==> config.mk <==
export PLATFORM = sky130hd
export DESIGN_NAME = muldiv_unit_flat
export DESIGN_NICKNAME = d
export VERILOG_FILES = /design/src/rtl/muldiv_if.sv /design/src/rtl/muldiv_unit.sv /design/src/flat_wrapper.sv
export SDC_FILE = /design/constraint.sdc
export NUM_CORES = 1
export LEC_CHECK = 0
export CAP_MARGIN = 25
export CORE_MARGIN = 4
export CORE_UTILIZATION = 50
export CTS_CLUSTER_DIAMETER = 80
export DETAILED_ROUTE_END_ITERATION = 8
export GPL_TIMING_DRIVEN = 0
export PLACE_DENSITY = 0.76
export SLEW_MARGIN = 20
export SYNTH_ARGS = -nofsm -noshare
export SYNTH_HDL_FRONTEND = slang
export SYNTH_SLANG_ARGS = --single-unit
==> constraint.sdc <==
create_clock -name clk -period 5.2 [get_ports clk]
set_clock_uncertainty 0.2 [all_clocks]
set_input_delay 1.04 -clock clk [delete_from_list [all_inputs] [get_ports clk]]
set_output_delay 1.04 -clock clk [all_outputs]
set_load 0.02 [all_outputs]
==> src/rtl/muldiv_if.sv <==
// muldiv_if: start/busy/done handshake between the execute stage and the multiply/divide unit
interface muldiv_if #(parameter int XLEN = 32);
  logic            start;
  logic            flush;
  logic [4:0]      operation;
  logic [XLEN-1:0] operand_a;
  logic [XLEN-1:0] operand_b;
  logic            busy;
  logic            done;
  logic [XLEN-1:0] result;
  modport master(output start, flush, operation, operand_a, operand_b, input busy, done, result);
  modport slave(input start, flush, operation, operand_a, operand_b, output busy, done, result);
endinterface

==> src/rtl/muldiv_unit.sv <==
// muldiv_unit: iterative RV32M multiply/divide, shared shift-add / restoring-divide datapath
module muldiv_unit #(
  parameter int XLEN = 32
) (
  input logic     clk,
  input logic     rst,
  muldiv_if.slave io
);
  localparam int CW = $clog2(XLEN);
  localparam logic [4:0] MUL = 5'd10, MULH = 5'd11, MULHSU = 5'd12, MULHU = 5'd13,
                         DIV = 5'd14, DIVU = 5'd15, REM = 5'd16, REMU = 5'd17;
  typedef enum logic [1:0] {IDLE, CALC, FIX, DONE} state_e;
  state_e            state_q;
  logic [CW-1:0]     cnt_q;
  logic [4:0]        op_q;
  logic [XLEN-1:0]   mb_q, result_q;
  logic [2*XLEN-1:0] acc_q, acc_d, prod;
  logic              neg_q, an_q, dz_q, busy_q, done_q;
  logic              is_m, sa, sb, an, bn, is_div;
  logic [XLEN:0]     add_sum, trial;
  logic [XLEN-1:0]   ma, mb, quo, rem_v, res_d;
  always_comb begin
    is_m    = io.operation >= MUL && io.operation <= REMU;
    sa      = io.operation == MULH || io.operation == MULHSU || io.operation == DIV || io.operation == REM;
    sb      = io.operation == MULH || io.operation == DIV || io.operation == REM;
    an      = sa & io.operand_a[XLEN-1];
    bn      = sb & io.operand_b[XLEN-1];
    ma      = an ? -io.operand_a : io.operand_a;
    mb      = bn ? -io.operand_b : io.operand_b;
    is_div  = op_q >= DIV;
    // acc holds {high product | remainder, low product | quotient}
    add_sum = {1'b0, acc_q[2*XLEN-1:XLEN]} + {1'b0, acc_q[0] ? mb_q : {XLEN{1'b0}}};
    trial   = {acc_q[2*XLEN-1:XLEN], acc_q[XLEN-1]} - {1'b0, mb_q};
    acc_d   = !is_div ? {add_sum, acc_q[XLEN-1:1]} :
              trial[XLEN] ? {acc_q[2*XLEN-2:0], 1'b0} :
              {trial[XLEN-1:0], acc_q[XLEN-2:0], 1'b1};
    prod    = neg_q ? -acc_q : acc_q;
    quo     = dz_q ? {XLEN{1'b1}} : neg_q ? -acc_q[XLEN-1:0] : acc_q[XLEN-1:0];
    rem_v   = an_q ? -acc_q[2*XLEN-1:XLEN] : acc_q[2*XLEN-1:XLEN];
    res_d   = op_q == MUL ? prod[XLEN-1:0] :
              op_q <= MULHU ? prod[2*XLEN-1:XLEN] :
              (op_q == DIV || op_q == DIVU) ? quo : rem_v;
  end
  always_ff @(posedge clk) begin
    if (rst) begin
      state_q  <= IDLE;
      cnt_q    <= '0;
      op_q     <= '0;
      mb_q     <= '0;
      acc_q    <= '0;
      neg_q    <= 1'b0;
      an_q     <= 1'b0;
      dz_q     <= 1'b0;
      busy_q   <= 1'b0;
      done_q   <= 1'b0;
      result_q <= '0;
    end else begin
      case (state_q)
        IDLE: if (io.start && !io.flush && is_m) begin
          op_q    <= io.operation;
          mb_q    <= mb;
          acc_q   <= {{XLEN{1'b0}}, ma};
          neg_q   <= an ^ bn;
          an_q    <= an;
          dz_q    <= io.operand_b == '0;
          cnt_q   <= '0;
          busy_q  <= 1'b1;
          state_q <= CALC;
        end
        CALC: if (io.flush) begin
          busy_q  <= 1'b0;
          state_q <= IDLE;
        end else begin
          acc_q   <= acc_d;
          cnt_q   <= cnt_q + 1'b1;
          state_q <= cnt_q == CW'(XLEN - 1) ? FIX : CALC;
        end
        FIX: begin
          busy_q   <= 1'b0;
          done_q   <= !io.flush;
          result_q <= io.flush ? result_q : res_d;
          state_q  <= io.flush ? IDLE : DONE;
        end
        default: begin
          done_q  <= 1'b0;
          state_q <= IDLE;
        end
      endcase
    end
  end
  assign io.busy   = busy_q;
  assign io.done   = done_q;
  assign io.result = result_q;
endmodule

==> src/flat_wrapper.sv <==
// flat-port wrapper written by rule: the top's interface ports become plain ports
module muldiv_unit_flat 
#(
  parameter int XLEN = 32
)
  (clk, rst, io_start, io_flush, io_operation, io_operand_a, io_operand_b, io_busy, io_done, io_result);
  muldiv_if #(.XLEN(XLEN)) io_i ();
  input logic clk;
  input logic rst;
  input wire logic [$bits(io_i.start)-1:0] io_start;
  input wire logic [$bits(io_i.flush)-1:0] io_flush;
  input wire logic [$bits(io_i.operation)-1:0] io_operation;
  input wire logic [$bits(io_i.operand_a)-1:0] io_operand_a;
  input wire logic [$bits(io_i.operand_b)-1:0] io_operand_b;
  output wire logic [$bits(io_i.busy)-1:0] io_busy;
  output wire logic [$bits(io_i.done)-1:0] io_done;
  output wire logic [$bits(io_i.result)-1:0] io_result;
  assign io_i.start = io_start;
  assign io_i.flush = io_flush;
  assign io_i.operation = io_operation;
  assign io_i.operand_a = io_operand_a;
  assign io_i.operand_b = io_operand_b;
  assign io_busy = io_i.busy;
  assign io_done = io_i.done;
  assign io_result = io_i.result;
  muldiv_unit #(.XLEN(XLEN)) u_core (.clk(clk), .rst(rst), .io(io_i));
endmodule
* Word level (Yosys, flattened, before mapping)
Index checks and enable logic that the tools add are counted.
** Storage, ports and cells
- Bits in registers :: 145
- Input bits :: 73
- Output and inout port bits :: 34
- Word-level logic and storage cells :: 86
** Cells by class
- Add/sub/neg operators :: 8
- $lt $le $gt $ge :: 4
- Eq/ne operators :: 13
- Mux-type cells :: 27
- Bitwise logic cells :: 4
- Reduce and logical (&&, ||, !) cells :: 19
** Operators by type and width (count)
- 64-bit two-way mux :: 5
- 32-bit two-way mux :: 9
- 32-bit negator :: 4
- 64-bit case mux with 2 select lines :: 1
- 64-bit negator :: 1
- 32-bit by 32-bit adder with 33-bit output :: 1
- 33-bit by 32-bit subtractor with 33-bit output :: 1
- 32-bit zero test :: 1
- 5-bit by 4-bit equality test with 1-bit output (second input constant) :: 6
- 5-bit equality test (second input constant) :: 2
- 5-bit by 4-bit >= comparator with 1-bit output (second input constant) :: 2
- 5-bit two-way mux :: 2
- 5-bit case mux with 2 select lines :: 1
- 2-bit two-way mux :: 4
- 1-bit logical OR :: 6
- 2-bit case mux with 3 select lines :: 1
- 3-bit AND reduction :: 2
- 5-bit by 1-bit adder with 5-bit output (second input constant) :: 1
- 5-bit by 4-bit <= comparator with 1-bit output (second input constant) :: 1
- 5-bit <= comparator (second input constant) :: 1
- 2-bit != test (second input constant) :: 2
- 2-bit AND reduction :: 2
- 1-bit logical AND :: 3
- 1-bit case mux with 3 select lines :: 1
- other kinds (13) :: 15

* Logic depth before layout (Yosys ltp)
- Word-level depth :: 8
- Mapped depth :: 16
- Mapped depth without buffers :: 14

* Least setup slack after synthesis
OpenSTA, ideal clock, no wires.
- Path kind :: in2reg
- Start :: in io_operand_a[3]
- End :: reg u_core.acc_q[28]
- Arrival time :: 3.424 ns
- Required time :: 4.869 ns
- Slack :: 1.445 ns
- Stages :: 10
- Path through :: or3_1 -> or3_1 -> or3_1 -> o31ai_1 -> a21boi_1 -> nand2_1 -> xnor2_1 -> nor2_1 -> a211oi_1 -> nor3_1
** Between the ends
- Word-level cells in the longest chain between the ends :: 4
** RTL lines
- start: declaration :: RTL line flat_wrapper.sv:13 : input wire logic [$bits(io_i.operand_a)-1:0] io_operand_a;
- 32-bit negator :: RTL line muldiv_unit.sv:28 : ma = an ? -io.operand_a : io.operand_a;
- 32-bit two-way mux :: RTL line muldiv_unit.sv:28
- 64-bit two-way mux :: RTL line muldiv_unit.sv:59 : IDLE: if (io.start && !io.flush && is_m) begin
- 64-bit case mux with 2 select lines :: RTL line muldiv_unit.sv:58 : case (state_q)
- end signal: assignment :: RTL line muldiv_unit.sv:62 : acc_q <= {{XLEN{1'b0}}, ma};
- end: declaration :: RTL line muldiv_unit.sv:17 : logic [2*XLEN-1:0] acc_q, acc_d, prod;
No other way between the ends. The select of a mux whose other input is x is not followed.
A chain may end at the register's enable or synchronous reset.

* Worst setup path in the final report
- Start :: reg u_core.acc_q[31]
- End :: reg u_core.acc_q[60]
** Between the ends
- Word-level cells in the longest chain between the ends :: 5
** RTL lines
- 33-bit by 32-bit subtractor with 33-bit output :: RTL line muldiv_unit.sv:33 : trial = {acc_q[2*XLEN-1:XLEN], acc_q[XLEN-1]} - {1'b0, mb_q};
- 64-bit two-way mux :: RTL line muldiv_unit.sv:35 : trial[XLEN] ? {acc_q[2*XLEN-2:0], 1'b0} :
- 64-bit two-way mux :: RTL line muldiv_unit.sv:34 : acc_d = !is_div ? {add_sum, acc_q[XLEN-1:1]} :
- 64-bit two-way mux :: RTL line muldiv_unit.sv:70 : CALC: if (io.flush) begin
- 64-bit case mux with 2 select lines :: RTL line muldiv_unit.sv:58
No other way between the ends. The select of a mux whose other input is x is not followed.

==> metrics.txt <==
die span in y=172 µm; sequential share of the synthesized area=0.216; relative slew slack=0.288; Die X=172 µm; crit path kind=reg2reg; arrival time worst endpoint=5.01 ns; YS warnings=0; TritonCTS Buffers=17; Int Power=2.30 mW; flop and latch count out of synthesis=145; worst-margin pin slew=1.06 ns; total power=3.68 mW; Final #Nets=2181; Mean Syn Cell Area=7.05 µm²; crit-path most repeated cell=clkbuf_1; 1st-iter DRT viols=1852; max-slew violations=0; logic gate share of total power=0.305; area grow syn2layout=15.7%; Non-Filler Instances=2380; core area=26300 µm²; Initial Utilization=0.512; Worst setup EP type=flop; clk buf depth=2; Syn Nets=2056; drc violations=0; status=finished clean; CTS tree=done; Sink Count=145; port bufs=106; maximum vdd drop=0.000216 V; period utilisation layout=0.937; Synth area leader=dfxtp_1; largest net degree at the start of global routing=17; diode count=0; GRT overflow=0; Vias=15555; Root Buffer=clkbuf_16; crit-path cells=inv_1, ha_1, fa_1, nand2b_1, a21oi_1, o211ai_1, o22ai_2, a211o_1, a21boi_0, xnor2_1, clkbuf_1, clkbuf_1, o21ai_0, a221o_1; fin crit period=4.87 ns; CP required=5.33 ns; # rows=59; register share of total power=0.329; setup TNS=0 ns; number of I/O pins=107; buffers plus inverters on the worst setup path=3; delay-heaviest family, CP=compound AO/OA/AOI/OAI gates; Skew-Pair Late Insertion Delay=0.45 ns; Max-Cap Viols=0; filler instances=2581; GP Congestion=1.02; final wirelength=54.0 mm; die area=29600 µm²; GRT Util Overall=0.355; Final Hold Viols=0; commonest non-fill, non-tap cell in the layout=nand2_1; Post-synth EDFFs=0; antenna violations before repair=0; H-tree depth=4; top cell type's share of synthesized area=0.216; Via density=6.54; DRT Pass-1 Iters=6; Post-DRT Antenna Nets=0; Worst-path clk slew=0.07 ns; Synth Cell Area=13500 µm²; min-delay worst type=reg2reg; fraction of registers with async set/reset=0; net switching fraction of the power=0.373; Final setup viols=0; Worst path max stage delay=0.50 ns; startpoint types=flop; Psw=1.37 mW; post-synth cell types=75; cell count after synthesis=1907; CTS resizes=0; Power Density=236 nW/µm²; Synth area leaders=dfxtp_1 22%, nand2_1 7.0%, ha_1 6.9%; RSZ-0062 raised after global routing=false; crit path max fanout=10; Post-CTS Hold Buffers=0; first-pass GRT wire length=82.1 mm; slowest stage cell, crit path=clkbuf_1; vias in the first global route=14178; Cells after DPL=2348; DR WL/cell=22.7 µm; postcts setup bufs=0; Clock power frac=0.366; FMAX=205 MHz; Static Leak=5.96 nW; Primary FF master, synth=dfxtp_1; share of cells above drive strength 1=0.0352; most frequent cells in the layout=251 x nand2_1, 182 x nor2_1, 167 x a21oi_1; Detailed Place HPWL=42.2 mm
==> worst paths after layout <==
check | startpoint | to | slack (ns) | cells after the start
max reg2reg | u_core.acc_q[31]$_SDFFE_PP0P_ | u_core.acc_q[60]$_SDFFE_PP0P_ | 0.33 | 14
max | u_core.acc_q[31]$_SDFFE_PP0P_ | u_core.acc_q[60]$_SDFFE_PP0P_ | 0.33 | 14
min reg2reg | u_core.io.result[23]$_SDFFE_PP0P_ | u_core.io.result[23]$_SDFFE_PP0P_ | 0.23 | 2
min | u_core.io.result[23]$_SDFFE_PP0P_ | u_core.io.result[23]$_SDFFE_PP0P_ | 0.23 | 2
==> cell usage after synthesis (all sizes together) (52+ instances only) <==
cell type and instances:
clkbuf 118, nand2 252, xor2 85, nor2 183, a21oi 168, xnor2 85, inv 61, a211oi 58
o21ai 131, dfxtp 145, o211ai 52, ha 74
==> area by class of cell <==
cell class	instances	area, µm²	area share
buffer	134	531	0.0341
clock inverter	13	165	0.0106
tap	335	419	0.0269
timing repair buffer	106	1060	0.0682
inverter	61	229	0.0147
clock buffer	19	453	0.0291
multi-input combinational	1567	9810	0.630
sequential	145	2900	0.186
==> routing by layer <==
| metal | track usage | up-vias | wire (µm) |
|---|---|---|---|
| li1 | - | 7175 | - |
| met5 | 0 | - | 0 |
| met1 | 0.499 | 7285 | 22800 |
| met3 | 0.0814 | 135 | 6540 |
| met2 | 0.541 | 960 | 22900 |
| met4 | 0.111 | 0 | 1760 |
==> state kept, by name, indices dropped and copies added (netlist names) <==
signal,cells
u_core.io.result,32
u_core.op_q,5
u_core.io.done,1
u_core.cnt_q,5
u_core.dz_q,1
u_core.acc_q,64
u_core.state_q,2
u_core.io.busy,1
u_core.neg_q,1
u_core.an_q,1
u_core.mb_q,32
==> worst register-to-register path, stage by stage, from the launching register on <==
cell	delay, ns
dfxtp_1	0.42
inv_1	0.13
ha_1	0.26
fa_1	0.42
nand2b_1	0.20
a21oi_1	0.26
o211ai_1	0.22
o22ai_2	0.39
a211o_1	0.27
a21boi_0	0.15
xnor2_1	0.31
clkbuf_1	0.44
clkbuf_1	0.50
o21ai_0	0.25
a221o_1	0.34
==> stage by stage <==
stage	hold WS (ns)	setup slack, ns	utilization	area, µm²
global placement	0.227	0.310	0.568	14900
detailed placement	0.228	0.348	0.569	14900
global route	0.251	0.159	0.592	15600
CTS	0.237	0.318	0.592	15600
floorplan	0.232	1.44	-	13500
finish	0.234	0.328	0.592	15600
==> power groups by stage <==
stage	Combinational, mW	Clock [mW]	Sequential, mW
final	1.12	1.35	1.21
after detailed placement	1.08	0	1.23
after global placement	1.07	0	1.23
after floorplan	0.722	0	1.21
after CTS	1.09	1.34	1.21
after global routing	1.20	1.38	1.21
==> cells by family after synthesis <==
kind of cell | share of synthesized area
compound gates | 0.300
xor+xnor | 0.111
fa+ha+maj | 0.0718
buf+inv | 0.0564
flops | 0.216
mux | 0.00893
simple gates | 0.237
Power figures use the tool's default switching activity.
